--- config.mk ---
export PLATFORM = sky130hd
export DESIGN_NAME = training_sample_sequencer
export DESIGN_NICKNAME = d
export VERILOG_FILES = /design/src/rtl/training_sample_sequencer.sv
export SDC_FILE = /design/constraint.sdc
export NUM_CORES = 1
export LEC_CHECK = 0
export CAP_MARGIN = 20
export CORE_UTILIZATION = 35
export CTS_BUF_LIST = sky130_fd_sc_hd__clkbuf_8
export CTS_CLUSTER_DIAMETER = 60
export DETAILED_ROUTE_END_ITERATION = 8
export SLEW_MARGIN = 20
export SYNTH_ARGS = -nofsm -noshare
export SYNTH_HDL_FRONTEND = slang
export SYNTH_SLANG_ARGS = --single-unit
--- constraint.sdc ---
create_clock -name CLK -period 6.25 [get_ports CLK]
set_clock_uncertainty 0.15 [all_clocks]
set_input_delay 1.875 -clock CLK [delete_from_list [all_inputs] [get_ports CLK]]
set_output_delay 1.875 -clock CLK [all_outputs]
set_load 0.005 [all_outputs]
--- src/rtl/training_sample_sequencer.sv ---
// rtl/training_sample_sequencer.sv - sample table player feeding BackPropagationNN training runs
// Optional feature macro: EARLY_STOP_EN (adds y0/y1 inputs; a run ends at the first epoch where every sample matches)
module training_sample_sequencer #(
  parameter int DATA_W      = 9,
  parameter int NUM_SAMPLES = 4,
  parameter int HOLD_CYCLES = 9,
  parameter int EPOCHS      = 16,
  localparam int AW = $clog2(NUM_SAMPLES),
  localparam int EW = $clog2(EPOCHS) + 1,
  localparam int HW = $clog2(HOLD_CYCLES) + 1
) (
  input  logic                     CLK,
  input  logic                     RST,
  input  logic                     wr_en,
  input  logic [AW-1:0]            wr_addr,
  input  logic [4*DATA_W-1:0]      wr_x,
  input  logic [2*DATA_W-1:0]      wr_d,
  input  logic [AW:0]              num_active,
  input  logic                     start,
  input  logic                     abort,
`ifdef EARLY_STOP_EN
  input  logic                     y0,
  input  logic                     y1,
`endif
  output logic signed [DATA_W-1:0] x0,
  output logic signed [DATA_W-1:0] x1,
  output logic signed [DATA_W-1:0] x2,
  output logic signed [DATA_W-1:0] x3,
  output logic signed [DATA_W-1:0] desired_y0,
  output logic signed [DATA_W-1:0] desired_y1,
  output logic                     sample_valid,
  output logic                     new_sample,
  output logic [AW-1:0]            sample_idx,
  output logic [EW-1:0]            epoch_cnt,
  output logic                     busy,
  output logic                     done
);

  typedef enum logic {IDLE, PLAY} state_t;

  localparam logic [AW:0]   N_MAX     = NUM_SAMPLES[AW:0];
  localparam int            HOLD_LAST = HOLD_CYCLES - 1;
  localparam logic [HW-1:0] HOLD_END  = HOLD_LAST[HW-1:0];
  localparam logic [EW-1:0] EPOCH_END = EPOCHS[EW-1:0];

  state_t state, state_next;

  logic [4*DATA_W-1:0] tab_x [NUM_SAMPLES];
  logic [2*DATA_W-1:0] tab_d [NUM_SAMPLES];

  logic [4*DATA_W-1:0] x_r;
  logic [2*DATA_W-1:0] d_r;
  logic [4*DATA_W-1:0] first_x;
  logic [2*DATA_W-1:0] first_d;
  logic [HW-1:0]       hold_cnt;
  logic [AW-1:0]       last_idx;
  logic [AW-1:0]       idx_next;
  logic [AW:0]         n_sel;
  logic [AW:0]         n_last;
  logic [EW-1:0]       epoch_inc;
  logic                last_hold;
  logic                stop_early;
  logic                load_first, advance, wrap, finish, clear;

  assign x0         = x_r[DATA_W-1:0];
  assign x1         = x_r[2*DATA_W-1:DATA_W];
  assign x2         = x_r[3*DATA_W-1:2*DATA_W];
  assign x3         = x_r[4*DATA_W-1:3*DATA_W];
  assign desired_y0 = d_r[DATA_W-1:0];
  assign desired_y1 = d_r[2*DATA_W-1:DATA_W];

  // Entry count is clamped to the table depth and stored as the last index of the epoch.
  assign n_sel     = (num_active > N_MAX) ? N_MAX : num_active;
  assign n_last    = n_sel - (AW+1)'(1);
  assign idx_next  = sample_idx + AW'(1);
  assign epoch_inc = epoch_cnt + EW'(1);
  assign last_hold = (hold_cnt == HOLD_END);

  // A write landing on entry 0 in the start cycle must be visible on the first presented sample.
  assign first_x = (wr_en && wr_addr == '0) ? wr_x : tab_x[0];
  assign first_d = (wr_en && wr_addr == '0) ? wr_d : tab_d[0];

`ifdef EARLY_STOP_EN
  logic epoch_ok;
  logic sample_ok;
  assign sample_ok  = (y0 == (desired_y0 != '0)) && (y1 == (desired_y1 != '0));
  assign stop_early = epoch_ok && sample_ok;
`else
  assign stop_early = 1'b0;
`endif

  // State register.
  always_ff @(posedge CLK) begin
    if (!RST) state <= IDLE;
    else      state <= state_next;
  end

  // Next-state decode: abort beats start and sequencing; the last hold cycle picks advance, wrap or finish.
  always_comb begin
    state_next = state;
    load_first = 1'b0;
    advance    = 1'b0;
    wrap       = 1'b0;
    finish     = 1'b0;
    clear      = 1'b0;
    case (state)
      IDLE: begin
        if (start && !abort && num_active != '0) begin
          state_next = PLAY;
          load_first = 1'b1;
        end
      end
      PLAY: begin
        if (abort) begin
          state_next = IDLE;
          clear      = 1'b1;
        end else if (last_hold) begin
          if (sample_idx == last_idx) begin
            if (epoch_inc == EPOCH_END || stop_early) begin
              state_next = IDLE;
              finish     = 1'b1;
            end else begin
              wrap = 1'b1;
            end
          end else begin
            advance = 1'b1;
          end
        end
      end
      default: state_next = IDLE;
    endcase
  end

  // Sample table: writable only while idle, never cleared by reset.
  always_ff @(posedge CLK) begin
    if (wr_en && state == IDLE) begin
      tab_x[wr_addr] <= wr_x;
      tab_d[wr_addr] <= wr_d;
    end
  end

  // Presentation datapath: registered outputs, hold counter, index and epoch bookkeeping.
  always_ff @(posedge CLK) begin
    if (!RST) begin
      x_r          <= '0;
      d_r          <= '0;
      hold_cnt     <= '0;
      last_idx     <= '0;
      sample_idx   <= '0;
      epoch_cnt    <= '0;
      sample_valid <= 1'b0;
      new_sample   <= 1'b0;
      busy         <= 1'b0;
      done         <= 1'b0;
`ifdef EARLY_STOP_EN
      epoch_ok     <= 1'b1;
`endif
    end else begin
      done       <= 1'b0;
      new_sample <= 1'b0;
      if (load_first) begin
        last_idx     <= n_last[AW-1:0];
        sample_idx   <= '0;
        hold_cnt     <= '0;
        epoch_cnt    <= '0;
        x_r          <= first_x;
        d_r          <= first_d;
        sample_valid <= 1'b1;
        new_sample   <= 1'b1;
        busy         <= 1'b1;
`ifdef EARLY_STOP_EN
        epoch_ok     <= 1'b1;
`endif
      end else if (clear || finish) begin
        x_r          <= '0;
        d_r          <= '0;
        hold_cnt     <= '0;
        sample_idx   <= '0;
        sample_valid <= 1'b0;
        busy         <= 1'b0;
        done         <= finish;
        epoch_cnt    <= finish ? epoch_inc : '0;
      end else if (wrap) begin
        sample_idx <= '0;
        hold_cnt   <= '0;
        epoch_cnt  <= epoch_inc;
        x_r        <= tab_x[0];
        d_r        <= tab_d[0];
        new_sample <= 1'b1;
`ifdef EARLY_STOP_EN
        epoch_ok   <= 1'b1;
`endif
      end else if (advance) begin
        sample_idx <= idx_next;
        hold_cnt   <= '0;
        x_r        <= tab_x[idx_next];
        d_r        <= tab_d[idx_next];
        new_sample <= 1'b1;
`ifdef EARLY_STOP_EN
        epoch_ok   <= epoch_ok && sample_ok;
`endif
      end else if (state == PLAY) begin
        hold_cnt <= hold_cnt + HW'(1);
      end
    end
  end

endmodule
======== After elaboration in Yosys (flattened, before gate mapping) ========
Memories as Yosys holds them, arrays and structs flattened.
Cells that the tools add are included.
word-level totals
  bits in registers ....................... 72
  bits in writable memories ............... 216
  bits of input ports ..................... 64
  output and inout bits ................... 65
  memories kept ........................... 2
memories
  name   depth  bits a word  rd ports  clocked after Yosys merged registers in  wr ports  RTL line  source
  tab_x  4      36           2         0                                        1         48        logic [4*DATA_W-1:0] tab_x [NUM_SAMPLES];
  tab_d  4      18           2         0                                        1         49        logic [2*DATA_W-1:0] tab_d [NUM_SAMPLES];
cells by class
  add/sub/neg operators ................... 4
  magnitude comparators ................... 1
  eq/ne operators ......................... 3
  mux-type cells .......................... 44
  bitwise operators ....................... 3
  reductions and logical operators ........ 15
operator list
  cell                                                                    number
  36-bit two-way mux                                                      5
  18-bit two-way mux                                                      5
  1-bit two-way mux                                                       29
  5-bit two-way mux                                                       3
  5-bit by 1-bit adder with 5-bit output (second input constant)          2
  5-bit by 4-bit equality test with 1-bit output (second input constant)  1
  5-bit equality test (second input constant)                             1
  5-bit OR reduction                                                      1
  1-bit logical AND                                                       4
  2-bit nonzero test                                                      2
  4-bit nonzero test                                                      1
  4-bit OR reduction                                                      1
  3-bit > comparator (second input constant)                              1
  1-bit NOT                                                               3
  3-bit nonzero test                                                      1
  3-bit OR reduction                                                      1
  2-bit by 1-bit adder with 2-bit output (second input constant)          1
  2-bit equality test                                                     1
  2-bit logical NOT                                                       1
  2-bit two-way mux                                                       1
  1-bit one-hot mux with 2 select lines                                   1
  2-bit OR reduction                                                      1
  2-bit by 1-bit subtractor with 2-bit output (second input constant)     1
  1-bit logical NOT                                                       1
  1-bit logical OR                                                        1

======== Depth between registers and ports, before layout ========
  depth after elaboration ................. 10
  gate-level depth with buffers ........... 9
  depth with buffers taken out ............ 7

======== Least setup slack after synthesis ========
No wires, ideal clock.
  kind .................................... input -> register
  from .................................... in wr_addr[1]
  to ...................................... mem tab_d[0][0] (netlist bit), enable pin
  data arrival time ....................... 5.011 ns
  data required time ...................... 5.634 ns
  slack ................................... 0.623 ns
  cell stages on the path ................. 4
  buffers on the path ..................... 2
  cell sequence ........................... or3b_2 -> clkbuf_1 -> buf_1 -> nor2_1
RTL lines
  what                RTL line  source
  start: declaration  15        input logic [AW-1:0] wr_addr,
  end: declaration    49
No word-level cell before the write port.

======== Final worst setup path ========
  from .................................... in abort
  to ...................................... reg x_r[3]
on the way
  longest elaborated chain between the ends .. 6
ends and longest elaborated chain
  what                                                                              RTL line  source
  start: declaration                                                                20        input logic abort,
  1-bit logical NOT                                                                 108       if (start && !abort && num_active != '0) begin
  1-bit logical AND (2 in a row)                                                    108
  1-bit two-way mux                                                                 108
  1-bit two-way mux                                                                 106       case (state)
  4-bit nonzero test (no source line) / 36-bit two-way mux (equally long branches)  -
  end signal: assignment                                                            166       x_r <= first_x;
  end signal: assignment                                                            187       x_r <= tab_x[0];
  end signal: assignment                                                            196       x_r <= tab_x[idx_next];
  end: declaration                                                                  51        logic [4*DATA_W-1:0] x_r;
Several ways; a longest one is shown, not always the timed one.
A chain may end at the register's enable or synchronous reset.

==> impl_results.md <==
* TritonRoute pass-1 iters at 5
* Simple-Gate Fraction of Synth Area at 0.141
* Pwr Total at 4.18 mW
* Setup crit end kind: flop
* CP Max Fanout at 40
* FF+latch area at 0.00794 mm²
* Pin count of the biggest net entering global routing at 101
* Post-synth top flop: edfxtp_1
* Number of I/O pins at 129
* Critical path data arrival time at 4.68 ns
* Slew HR at 0.282
* Status: finished clean
* CP delay by family, top: simple AND/OR/NAND/NOR gates
* Mux cell area share after synthesis at 0.0196
* Chip height at 200 µm
* Fin area at 0.0164 mm²
* Final setup viols at 0
* Max-cap violation count at 0
* DP HPWL at 22.1 mm
* Initial DRC count at 1,043
* Finished Layout Cells at 1,805
* Die ar. at 0.0400 mm²
* Post-Synthesis Cells at 1,173
* CTS root buf: clkbuf_8
* Asr flop ratio synth at 0
* Post-CTS Repair Setup Buffers at 0
* Port-buffer cells at 128
* # rows at 72
* Measured slew at the worst slew-check pin at 1.07 ns
* Area post-placement at 0.0154 mm²
* First-pass GRT wire length at 63.6 mm
* Multi-input logic area at 0.00534 mm²
* Layout area overhead at 19.7%
* Post-synthesis sequential area ratio at 0.578
* Die Wd at 200 µm
* Synth Area in Compound Gates at 0.207
* Post-Route Utilization at 0.424
* Post-CTS sizing at 0
* Critical Path RT at 6.57 ns
* Synth unique cells at 64
* Leakage at 5.33 nW
* Initial Util at 0.355
* Area share of the largest cell type after synthesis at 0.473
* Peak supply drop at 155 µV
* Detailed Route WL at 42.2 mm
* CTS tree: built
* Total negative setup slack at 0 ns
* Detailed-route via count at 10,756
* CORE AREA at 0.0386 mm²
* GRT Overall Usage at 0.208
* GRT overflow at 0
* Max Freq at 229 MHz
* Startpoint Class: input pin
* Post-Synth Adder-Cell Area at 0.00365
* Ys Warns at 0
* Num CTS Buffers at 50
* CP peak stage delay at 0.72 ns
* Slew Limit Fails at 0
* Critical-path top delay cell: nand2_1
* Dominant cells by area after synthesis: edfxtp_1 47%, dfxtp_1 11%, o221a_1 5.8%
* DRC viols at 0
* Cells after DPL at 1,713
* Clock Pin Slew Worst Setup and Hold Paths at 0.06 ns
* Final hold vios at 0
* Commonest cells after routing, fill and taps aside: 216 x edfxtp_1, 152 x nand2_1, 127 x clkdlybuf4s50_1
* Crit Path Category: in2reg
* Synthesized area per cell at 11.7 µm²
* CP cell instances: clkdlybuf4s50_1, nand2b_4, nor2_1, nand2_1, o221a_1, o221a_1
* Commonest non-fill, non-tap cell in the layout: edfxtp_1
* Clk Latency, worst-skew pair at 0.59 ns
* XOR/XNOR share of the synthesized area at 0.00904
* Wire per inst at 23.4 µm
* Via density at 5.96
* Post-Syn Nets at 1,241
* # diodes at 0
* DRT antenna net count at 0
* EDFF count, synth at 216
* RSZ-0062 raised after global routing: false
* Layout Nets at 1,316
* Min-Delay Path Class: reg2reg
* Antenna violations before repair at 2
* Vias in the first global route at 10,418
* Most used cell, CP: o221a_1
* Layout cells sized above 1 at 0.109
* FILL cells at 3,594
* H-tree depth at 2
* Yosys top cell by area: edfxtp_1
* Main combinational cell family by area after synthesis: compound AO/OA/AOI/OAI gates
* Buffer levels on the longest clock path at 3
* Clk sinks at 288
* Min Tclk post-route at 4.37 ns
* #FFs+latches synth at 288
* Routability Congestion at 0.759
* Pwr Density at 255 mW/mm²
* Final period utilization at 0.699
* Count of buffer and inverter cells on the critical path at 1
* # hold bufs at CTS at 0
* Synthesized area at 0.0137 mm²
-- report_power, final --
part	total [mW]	switching, mW	internal [mW]
registers	2.18	0.0423	2.14
clock network	1.64	0.775	0.867
logic	0.360	0.193	0.168
-- logic make-up after synthesis --
group                      count (synthesis)
adders and majority gates                  4
muxes                                     23
buffers and inverters                    133
AOI/OAI and AO/OA                        345
and+or+nand+nor                          368
xor gates and xnor gates                  12
DFF                                      288
-- metal layers --
metal | global-route usage | part of all wire | routed length [µm] | up-vias
li1 | - | - | - | 4802
met1 | 0.277 | 0.42 | 17900 | 5315
met2 | 0.334 | 0.46 | 19500 | 539
met3 | 0.0491 | 0.091 | 3850 | 96
met4 | 0.0673 | 0.022 | 945 | 4
met5 | 0 | 0.00055 | 23 | -
-- final cells by class --
cell class / count / share of cell area
tap: 518 / 0.0395
clock inverter: 34 / 0.00984
inverter: 4 / 0.000915
multi-input combinational: 752 / 0.326
clock buffer: 57 / 0.0478
sequential: 288 / 0.484
timing repair buffer: 152 / 0.0923
-- state kept, by name, summed over array words and instances, names as in the netlist --
| register | count |
|---|---|
| state | 1 |
| tab_x | 144 |
| x_r | 36 |
| sample_idx | 2 |
| epoch_cnt | 5 |
| d_r | 18 |
| done | 1 |
| last_idx | 2 |
| busy | 1 |
| tab_d | 72 |
| new_sample | 1 |
| hold_cnt | 5 |
-- synthesized netlist by cell type, types with 7 or more instances --
library cell    n
o22a_1         21
edfxtp_1      216
o31ai_1        32
clkbuf_1       84
o21ai_0         7
a21oi_1        61
buf_2          28
buf_1          12
a31oi_1        34
nand3b_1       33
o311ai_0       32
nor3_1         37
nand2_1       153
mux2_2         21
nand4_1        34
nand2b_1       36
xor2_1          8
o41ai_1        32
dfxtp_1        72
nor2_1         17
o221a_1        70
nor2b_1        33
a311oi_1       32
-- metrics by stage --
| step | hold WS (ns) | setup slack (ns) |
|---|---|---|
| floorplan | 0.310 | 0.623 |
| global placement | 0.365 | 1.35 |
| detailed placement | 0.372 | 1.30 |
| CTS | 0.385 | 1.93 |
| global route | 0.403 | 1.80 |
| finish | 0.383 | 1.88 |
-- final timing paths --
| check | start | depth (start not counted) | to | slack, ns |
|---|---|---|---|---|
| setup reg to reg | sample_idx[0] | 6 | x_r[3] | 2.75 |
| hold reg to reg | x_r[26] | 1 | x_r[26] | 0.38 |
| hold / removal | x_r[26] | 1 | x_r[26] | 0.38 |
| setup / recovery | abort | 6 | x_r[3] | 1.88 |
Power figures use the tool's default switching activity.
